<file path="config.mk">
export PLATFORM = sky130hd
export DESIGN_NAME = io_buff
export DESIGN_NICKNAME = d
export VERILOG_FILES = /design/src/rtl/io_buff_pkg.sv /design/src/rtl/io_buff_sync.sv /design/src/rtl/io_buff.sv
export SDC_FILE = /design/constraint.sdc
export NUM_CORES = 1
export LEC_CHECK = 0
export ABC_AREA = 1
export BUFFER_PORTS_ARGS = -buffer_cell sky130_fd_sc_hd__buf_2
export CORE_AREA = 3 3 40 42
export CTS_CLUSTER_DIAMETER = 80
export DETAILED_ROUTE_END_ITERATION = 6
export DIE_AREA = 0 0 43 45
export HOLD_SLACK_MARGIN = 0.12
export PLACE_DENSITY = 0.53
export SLEW_MARGIN = 25
export SYNTH_ARGS = -nofsm -noshare
export SYNTH_HDL_FRONTEND = slang
export SYNTH_HIERARCHICAL = 1
export SYNTH_SLANG_ARGS = --single-unit
</file>
<file path="constraint.sdc">
create_clock -name clk -period 0.87 [get_ports clk]
set_input_delay 0.0435 -clock clk [delete_from_list [all_inputs] [get_ports clk]]
set_output_delay 0.0435 -clock clk [all_outputs]
set_load 0.01 [all_outputs]
</file>
<file path="src/rtl/io_buff_pkg.sv">
// Shared types and constants for the io_buff pin controller.
package io_buff_pkg;

    // Pin controller sequencing states.
    typedef enum logic [1:0] {
        ST_RX       = 2'd0,
        ST_TURN_ON  = 2'd1,
        ST_DRIVE    = 2'd2,
        ST_TURN_OFF = 2'd3
    } state_t;

    // 74LVC1T45 DIR encoding.
    localparam logic BUFDIR_TO_PIN   = 1'b1;
    localparam logic BUFDIR_FROM_PIN = 1'b0;

    // 74LVC1G07 input encoding.
    localparam logic BUFOD_RELEASE   = 1'b1;
    localparam logic BUFOD_PULL_LOW  = 1'b0;

endpackage

</file>
<file path="src/rtl/io_buff_sync.sv">
// Generic two-flop synchronizer with synchronous reset, one chain per bit.
module io_buff_sync #(
    parameter int                WIDTH   = 1,
    parameter logic [WIDTH-1:0]  RST_VAL = '0
) (
    input  logic             clk,
    input  logic             rst,
    input  logic [WIDTH-1:0] i_async,
    output logic [WIDTH-1:0] o_sync
);

    logic [WIDTH-1:0] r_meta;
    logic [WIDTH-1:0] r_sync;

    genvar gi;
    generate
        for (gi = 0; gi < WIDTH; gi++) begin : g_bit
            // Two back-to-back flops give the first stage a full cycle to settle.
            always_ff @(posedge clk) begin
                if (rst) begin
                    r_meta[gi] <= RST_VAL[gi];
                    r_sync[gi] <= RST_VAL[gi];
                end else begin
                    r_meta[gi] <= i_async[gi];
                    r_sync[gi] <= r_meta[gi];
                end
            end
        end
    endgenerate

    assign o_sync = r_sync;

endmodule

</file>
<file path="src/rtl/io_buff.sv">
// IO-pin controller: turns an (oe, od, dir, din) request into registered
// 74LVC1T45 / 74LVC1G07 control with break-before-make direction changes.
module io_buff
    import io_buff_pkg::*;
(
    input  logic clk,
    input  logic rst,
    input  logic oe,
    input  logic od,
    input  logic dir,
    input  logic din,
    output logic dout,
    output logic bufdir,
    output logic bufod,
    output logic bufdat_tristate_oe,
    output logic bufdat_tristate_dout,
    input  logic bufdat_tristate_din
);

    state_t r_state;
    state_t w_state_next;

    logic   w_pp_req;
    logic   w_odl_req;

    logic   r_bufdir;
    logic   r_bufod;
    logic   r_tristate_oe;
    logic   r_tristate_dout;

    // dir=1 is folded in here, so input mode looks exactly like oe=0.
    assign w_pp_req  = oe & ~od & ~dir;
    assign w_odl_req = oe &  od & ~dir & ~din;

    // Next-state decode; the FPGA only drives after the 1T45 has turned
    // towards the pin, and the 1T45 only turns back after the FPGA released.
    always_comb begin
        w_state_next = r_state;
        case (r_state)
            ST_RX:       w_state_next = w_pp_req ? ST_TURN_ON : ST_RX;
            ST_TURN_ON:  w_state_next = w_pp_req ? ST_DRIVE   : ST_RX;
            ST_DRIVE:    w_state_next = w_pp_req ? ST_DRIVE   : ST_TURN_OFF;
            ST_TURN_OFF: w_state_next = ST_RX;
            default:     w_state_next = ST_RX;
        endcase
    end

    // State and buffer controls are registered from the next state so every
    // pin-facing signal comes straight off a flop.
    always_ff @(posedge clk) begin
        if (rst) begin
            r_state         <= ST_RX;
            r_bufdir        <= BUFDIR_FROM_PIN;
            r_bufod         <= BUFOD_RELEASE;
            r_tristate_oe   <= 1'b0;
            r_tristate_dout <= 1'b0;
        end else begin
            r_state         <= w_state_next;
            r_bufdir        <= (w_state_next == ST_RX) ? BUFDIR_FROM_PIN : BUFDIR_TO_PIN;
            r_tristate_oe   <= (w_state_next == ST_DRIVE);
            // The open-drain pull is only allowed once the 1T45 is already
            // facing the FPGA, so coming back from a drive phase it waits
            // one RX cycle before the 1G07 may pull the pin low.
            r_bufod         <= (r_state == ST_RX && w_state_next == ST_RX && w_odl_req)
                               ? BUFOD_PULL_LOW : BUFOD_RELEASE;
            r_tristate_dout <= din;
        end
    end

    // Pin readback crosses from the asynchronous A side into clk.
    io_buff_sync #(
        .WIDTH   (1),
        .RST_VAL (1'b0)
    ) u_sync (
        .clk     (clk),
        .rst     (rst),
        .i_async (bufdat_tristate_din),
        .o_sync  (dout)
    );

    assign bufdir               = r_bufdir;
    assign bufod                = r_bufod;
    assign bufdat_tristate_oe   = r_tristate_oe;
    assign bufdat_tristate_dout = r_tristate_dout;

endmodule

</file>
==> results of run 1 <==
routing by layer:
metal	GRT usage [%]	wire, um
met5	0	0
met2	10.8	309
met4	7.23	0
met3	2.39	30
met1	5.33	217
timing repair:
item / in CTS / in global routing
setup endpoints to repair: 0 / 3
hold buffers: 6 / 0
endpoints found under the hold margin: 8 / 0
resized for setup: 0 / 2
cells by family (layout without fill, tap and decap cells):
logic type	Yosys count	count (layout)
flops	8	8
buf+inv	7	27
compound gates	3	3
simple gates	18	18
cell usage in the layout (no fill, tap or decap):
cell type / instances
dlygate4sd3_1: 6
clkbuf_4: 3
nand3b_1: 1
dfxtp_2: 1
a211oi_1: 1
nor2_2: 1
nor2_1: 8
dfxtp_1: 7
inv_1: 7
buf_2: 11
a21oi_1: 2
nand2_1: 7
nand4_1: 1
flip-flops by register name (all words and copies together) (netlist names):
signal,count
bufdir,1
bufod,1
r_state,2
bufdat_tristate_dout,1
u_sync/o_sync,1
bufdat_tristate_oe,1
u_sync/r_meta,1
report_power, final:
group / switching [mW] / internal [mW] / total [mW] / leakage (nW)
combinational: 0.0327 / 0.0408 / 0.0735 / 0.129
clock: 0.121 / 0.157 / 0.278 / 0.0138
sequential: 0.00309 / 0.378 / 0.381 / 0.0659
cell type report:
type,count,area [um^2]
fillers,139,847
clock buffers,3,22.5
well taps,15,18.8
flip-flops and latches,8,161
inverters,7,26.3
repair buffers,17,115
multi-input cells,21,93.8
worst max-delay path, delay by kind of cell:
family,cells,cell delay [ns]
compound gates,1,0.11
buf+inv,2,0.67
simple gates,2,0.18
stage by stage:
step / hold WS, ns / cell area, um^2
2_1_floorplan: 0.113 / 278
3_3_place_gp: 0.242 / 352
3_5_place_dp: 0.252 / 352
4_1_cts: 0.140 / 434
5_1_grt: 0.151 / 438
6_report: 0.144 / 438
how the worst max path moves through the flow:
stage / start / to / slack (ns) / cells past startpoint
finish: od / bufdir / 0.04 / 5
global route: r_state[1] / r_state[1] / 0.0007 / 5
CTS: od / bufdir / 0.02 / 5
detailed placement: r_state[0] / r_state[1] / 0.1 / 5
global placement: r_state[0] / r_state[1] / 0.11 / 5
floorplan: r_state[0] / r_state[1] / 0.15 / 5
==> results.sh, run 1 <==
export IMPL_run_status="completed"
export IMPL_grt_start_max_net_pins=9
export IMPL_drive_gt1_share_pct=28.6
export IMPL_grt_first_pass_wirelength_um=855
export IMPL_synth_simple_gate_area_share_pct=26.6
export IMPL_share_of_synthesized_cell_area_in_full_adder_half_adder_and_majority_cells_pct=0
export IMPL_synth_warnings=6
export IMPL_timing_fmax_mhz=1210
export IMPL_ys_top_cells_by_area="dfxtp_1 58%, nor2_1 12%, inv_1 9.5%"
export IMPL_timing_max_slew_rel_slack_pct=87.6
export IMPL_timing_final_crit_period_ns=0.828
export IMPL_globalplace_congestion=0.715
export IMPL_cp_data_arrival_time_ns=1.01
export IMPL_design_final_nets=65
export IMPL_timing_critical_path_slowest_cell_delay_ns=0.57
export IMPL_postCtsSetupRepairBufs=0
export IMPL_complex_gate_fraction_of_the_synthesized_area_pct=6.31
export IMPL_drt_vias_per_instance=4.00
export IMPL_worst_setup_hold_path_clk_slew_ns=0.05
export IMPL_start_util_pct=21.6
export IMPL_final_antenna_net_count=0
export IMPL_synth_ff_latch_count=8
export IMPL_netlist_instances=36
export IMPL_synthMostInstantiatedCell="nor2_1"
export IMPL_vert_die_dim_um=45
export IMPL_dpl_cell_count=62
export IMPL_synth_top_cells_by_count="9 x nor2_1, 8 x dfxtp_1, 7 x inv_1, 7 x nand2_1, 2 x a21oi_1"
export IMPL_synth_largest_area_cell="dfxtp_1"
export IMPL_clock_root_buffer="clkbuf_4"
export IMPL_synth_seq_area_share_pct=57.7
export IMPL_netlist_area_um2=278
export IMPL_syn_mean_instance_area_um2=7.72
export IMPL_regToRegSetupSlack_ns=0.10
export IMPL_hold_end="bufdat_tristate_oe"
export IMPL_power_density_nw_per_um2=1670
export IMPL_cts_root_to_sink_buffers=2
export IMPL_final_setup_skew_ns=0.00158
export IMPL_average_wire_length_per_cell_after_detail_routing_um=7.85
export IMPL_crit_path_max_fanout=2
export IMPL_timing_rr_end="r_state[0]"
export IMPL_track_usage_pct=6.34
export IMPL_ys_dominant_reg_cell="dfxtp_1"
export IMPL_vias_in_the_first_global_route=252
export IMPL_antenna_diode_count=0
export IMPL_clkSinkCount=8
export IMPL_cellLeakagePower_nw=0.209
export IMPL_rsz_0062_raised_after_global_routing="false"
export IMPL_placement_rows=13
export IMPL_synthDistinctLibCells=8
export IMPL_xor_xnor_fraction_of_synth_area_pct=0
export IMPL_grt_antenna_before_repair=0
export IMPL_detailroute_via_count=284
export IMPL_io_buffers=11
export IMPL_ctsHtreeMaxLevel=1
export IMPL_worst_endpoint_required_ns=1.05
export IMPL_ff2ff_path_depth=4
export IMPL_timing_setup_tns_ns=0
export IMPL_final_cells=71
export IMPL_worst_hold_path_type="in2reg"
export IMPL_setup_viol=0
export IMPL_drt_pre_antenna_iters=3
export IMPL_slew_at_the_pin_with_the_worst_max_slew_slack_ns=0.185
export IMPL_globalRouteOverflowTotal=0
export IMPL_dieWidth_um=43
export IMPL_dp_worst_setup_slack_ns=0.0951
export IMPL_critical_path_endpoint_type="flop"
export IMPL_core_area_um2=1280
export IMPL_design_die_area_um2=1940
export IMPL_critical_path_reg2reg_startpoint="r_state[1]"
export IMPL_drv_cap=0
export IMPL_cts_tree="done"
export IMPL_hpwl_um=379
export IMPL_final_max_slew_viol_count=0
export IMPL_clk_latency_ns=0.25
export IMPL_final_core_utilization_pct=34.1
export IMPL_drtIter0Drc=5
export IMPL_tritoncts_num_buffers=3
export IMPL_combinational_family_with_the_most_area_after_synthesis="simple AND/OR/NAND/NOR gates"
export IMPL_timing_final_hold_violations=0
export IMPL_worst_ir_drop_vdd_mv=0.424
export IMPL_setup_worst_path_start_class="input pin"
export IMPL_timing_final_ws_setup_ns=0.0418
export IMPL_post_layout_total_power_mw=0.733
export IMPL_mappedNetlistNets=43
export IMPL_hold_sp="od"
export IMPL_critical_path_cell_chain="buf_2, dlygate4sd3_1, nor2_2, nand2_1, a21oi_1"
export IMPL_synth_edff_count=0
export IMPL_criticalPathCategory="in2reg"
export IMPL_postSynth_asyncResetShare_pct=0
export IMPL_areaGrowthSynthToFinish_pct=57.7
export IMPL_synth_top_area_share_pct=57.7
export IMPL_io_pins=12
export IMPL_final_min_period_over_clock_period_pct=95.2
export IMPL_worst_hold_path_num_cells=3
export IMPL_drc_violation_count_after_routing=0
export IMPL_master_of_the_slowest_instance_on_the_critical_path="dlygate4sd3_1"
export IMPL_yosys_mux_area_fraction_pct=0
export IMPL_totalWireLength_um=557
No activity file was read; power rests on OpenSTA's default activity.
==> run 2, diff against run 1 <==
CELL_PAD_IN_SITES_DETAIL_PLACEMENT = 0   (was default)
CELL_PAD_IN_SITES_GLOBAL_PLACEMENT = 1   (was default)
PLACE_DENSITY = 0.65   (was 0.53)
==> results.sh, run 2 (same netlist as run 1, synthesis figures left out) <==
export IMPL_core_area_um2=1280
export IMPL_detailroute_via_count=269
export IMPL_areaGrowthSynthToFinish_pct=56.3
export IMPL_cts_tree="done"
export IMPL_worst_endpoint_required_ns=1.01
export IMPL_detailed_place_area_um2=352
export IMPL_criticalPathCategory="in2reg"
export IMPL_drive_gt1_share_pct=29.1
export IMPL_worst_ir_drop_vdd_mv=0.330
export IMPL_layout_cells_most_common="buf_2"
export IMPL_timing_critical_path_slowest_cell_delay_ns=0.53
export IMPL_worst_hold_path_type="in2reg"
export IMPL_nFillCells=143
export IMPL_critical_path_endpoint_type="flop"
export IMPL_multi_input_area_um2=93.8
export IMPL_timing_final_ws_setup_ns=0.0488
export IMPL_start_util_pct=21.6
export IMPL_ctsHtreeMaxLevel=1
export IMPL_grt_start_max_net_pins=9
export IMPL_postCtsSetupRepairBufs=0
export IMPL_antenna_diode_count=0
export IMPL_drt_pre_antenna_iters=2
export IMPL_design_die_area_um2=1940
export IMPL_whs_ns=0.0748
export IMPL_timing_max_slew_rel_slack_pct=89.4
export IMPL_timing_setup_tns_ns=0
export IMPL_sequential_cell_area_um2=160
export IMPL_timing_fmax_mhz=1220
export IMPL_setup_worst_path_start_class="input pin"
export IMPL_crit_path_max_fanout=2
export IMPL_cts_root_to_sink_buffers=2
export IMPL_clk_latency_ns=0.25
export IMPL_clock_root_buffer="clkbuf_4"
export IMPL_io_buffers=11
export IMPL_dieWidth_um=43
export IMPL_timing_final_hold_violations=0
export IMPL_critical_path_buf_inv_count=3
export IMPL_final_cells=70
export IMPL_hold_sp="od"
export IMPL_vert_die_dim_um=45
export IMPL_drt_vias_per_instance=3.84
export IMPL_timing_rr_end="r_state[1]"
export IMPL_clkSinkCount=8
export IMPL_hold_end="bufdir"
export IMPL_final_setup_skew_ns=0.00754
export IMPL_placement_rows=13
export IMPL_totalWireLength_um=534
export IMPL_tritoncts_num_buffers=3
export IMPL_average_wire_length_per_cell_after_detail_routing_um=7.63
export IMPL_ff2ff_path_depth=5
export IMPL_worst_path_dominant_cell_family="buffers and inverters"
export IMPL_vias_in_the_first_global_route=251
export IMPL_track_usage_pct=6.74
export IMPL_worst_setup_hold_path_clk_slew_ns=0.06
export IMPL_drc_violation_count_after_routing=0
export IMPL_layout_cells_most_common_list="10 x buf_2, 8 x nor2_1, 8 x dfxtp_1"
export IMPL_number_of_flip_flops_under_the_largest_register_name=2
export IMPL_worst_hold_path_num_cells=4
export IMPL_final_min_period_over_clock_period_pct=94.4
export IMPL_cp_data_arrival_time_ns=0.96
export IMPL_globalRouteOverflowTotal=0
export IMPL_final_antenna_net_count=0
export IMPL_finalInstanceArea_um2=434
export IMPL_master_of_the_slowest_instance_on_the_critical_path="dlygate4sd3_1"
export IMPL_dp_worst_setup_slack_ns=0.0926
export IMPL_drv_cap=0
export IMPL_power_density_nw_per_um2=1690
export IMPL_regToRegSetupSlack_ns=0.11
export IMPL_hpwl_um=362
export IMPL_slew_at_the_pin_with_the_worst_max_slew_slack_ns=0.159
export IMPL_rsz_0062_raised_after_global_routing="true"
export IMPL_registers_top_by_ff_count="r_state"
export IMPL_grt_first_pass_wirelength_um=890
export IMPL_drtIter0Drc=3
export IMPL_design_final_nets=64
export IMPL_dpl_cell_count=62
export IMPL_globalplace_congestion=0.668
export IMPL_critical_path_reg2reg_startpoint="r_state[0]"
export IMPL_io_pins=12
export IMPL_final_max_slew_viol_count=0
export IMPL_grt_antenna_before_repair=0
export IMPL_critical_path_cell_chain="dlygate4sd3_1, buf_2, inv_2, nand2_1, nor2_1, nand4_1"
export IMPL_cellLeakagePower_nw=0.210
export IMPL_setup_viol=0
export IMPL_run_status="completed"
export IMPL_timing_final_crit_period_ns=0.821
[run 2: cell count changes in the layout (fill, tap and decap cells not counted)]
cell	change
buf_2	-1
inv_2	+2
dfxtp_2	-1
dlygate4sd3_1	-1
dlymetal6s4s_1	+1
inv_1	-2
dfxtp_1	+1
[run 2: worst max-delay path by stage]
stage / from / end / slack [ns] / cells after the start
6_report: din / bufod / 0.05 / 6
5_1_grt: din / bufod / -0.03 / 6
4_1_cts: oe / r_state[1] / 0.008 / 6
3_5_place_dp: r_state[0] / r_state[1] / 0.09 / 5
3_3_place_gp: r_state[0] / r_state[1] / 0.11 / 5
2_1_floorplan: r_state[0] / r_state[1] / 0.15 / 5
[run 2: worst reg2reg max path, cell delays in order, from the launching register on]
cell and delay, ns:
dfxtp_1 0.34, inv_1 0.04, nand2_1 0.10, inv_2 0.04, nor2_1 0.08, nor2_1 0.04
[run 2: final cells by class]
cell class | count | share of cell area [%]
tap | 15 | 4.32
multi-input combinational | 21 | 21.6
timing repair buffer | 16 | 25.9
sequential | 8 | 36.9
inverter | 7 | 6.05
clock buffer | 3 | 5.19
[run 2: what timing repair did]
action | in CTS | in global routing
hold buffers | 6 | 1
setup endpoints to repair | 0 | 4
hold endpoints to repair | 8 | 1
gates resized for setup | 0 | 4
[run 2: metal layers]
layer | track usage (%) | routed length, um
met3 | 2.39 | 27
met4 | 9.04 | 0
met5 | 0 | 0
met2 | 10.8 | 273
met1 | 5.78 | 234
[run 2: per-stage QoR]
step | total power [mW] | utilization, %
after floorplan | 0.412 | -
after CTS | 0.750 | 33.8
final | 0.733 | 33.8
after detailed placement | 0.440 | 27.4
after global placement | 0.441 | 27.4
after global routing | 0.772 | 33.8
[run 2: power breakdown]
part	total [mW]	switching, mW	internal, mW
combinational	0.0725	0.0322	0.0403
clock	0.280	0.122	0.158
sequential	0.381	0.00284	0.378
total	0.733	0.157	0.576
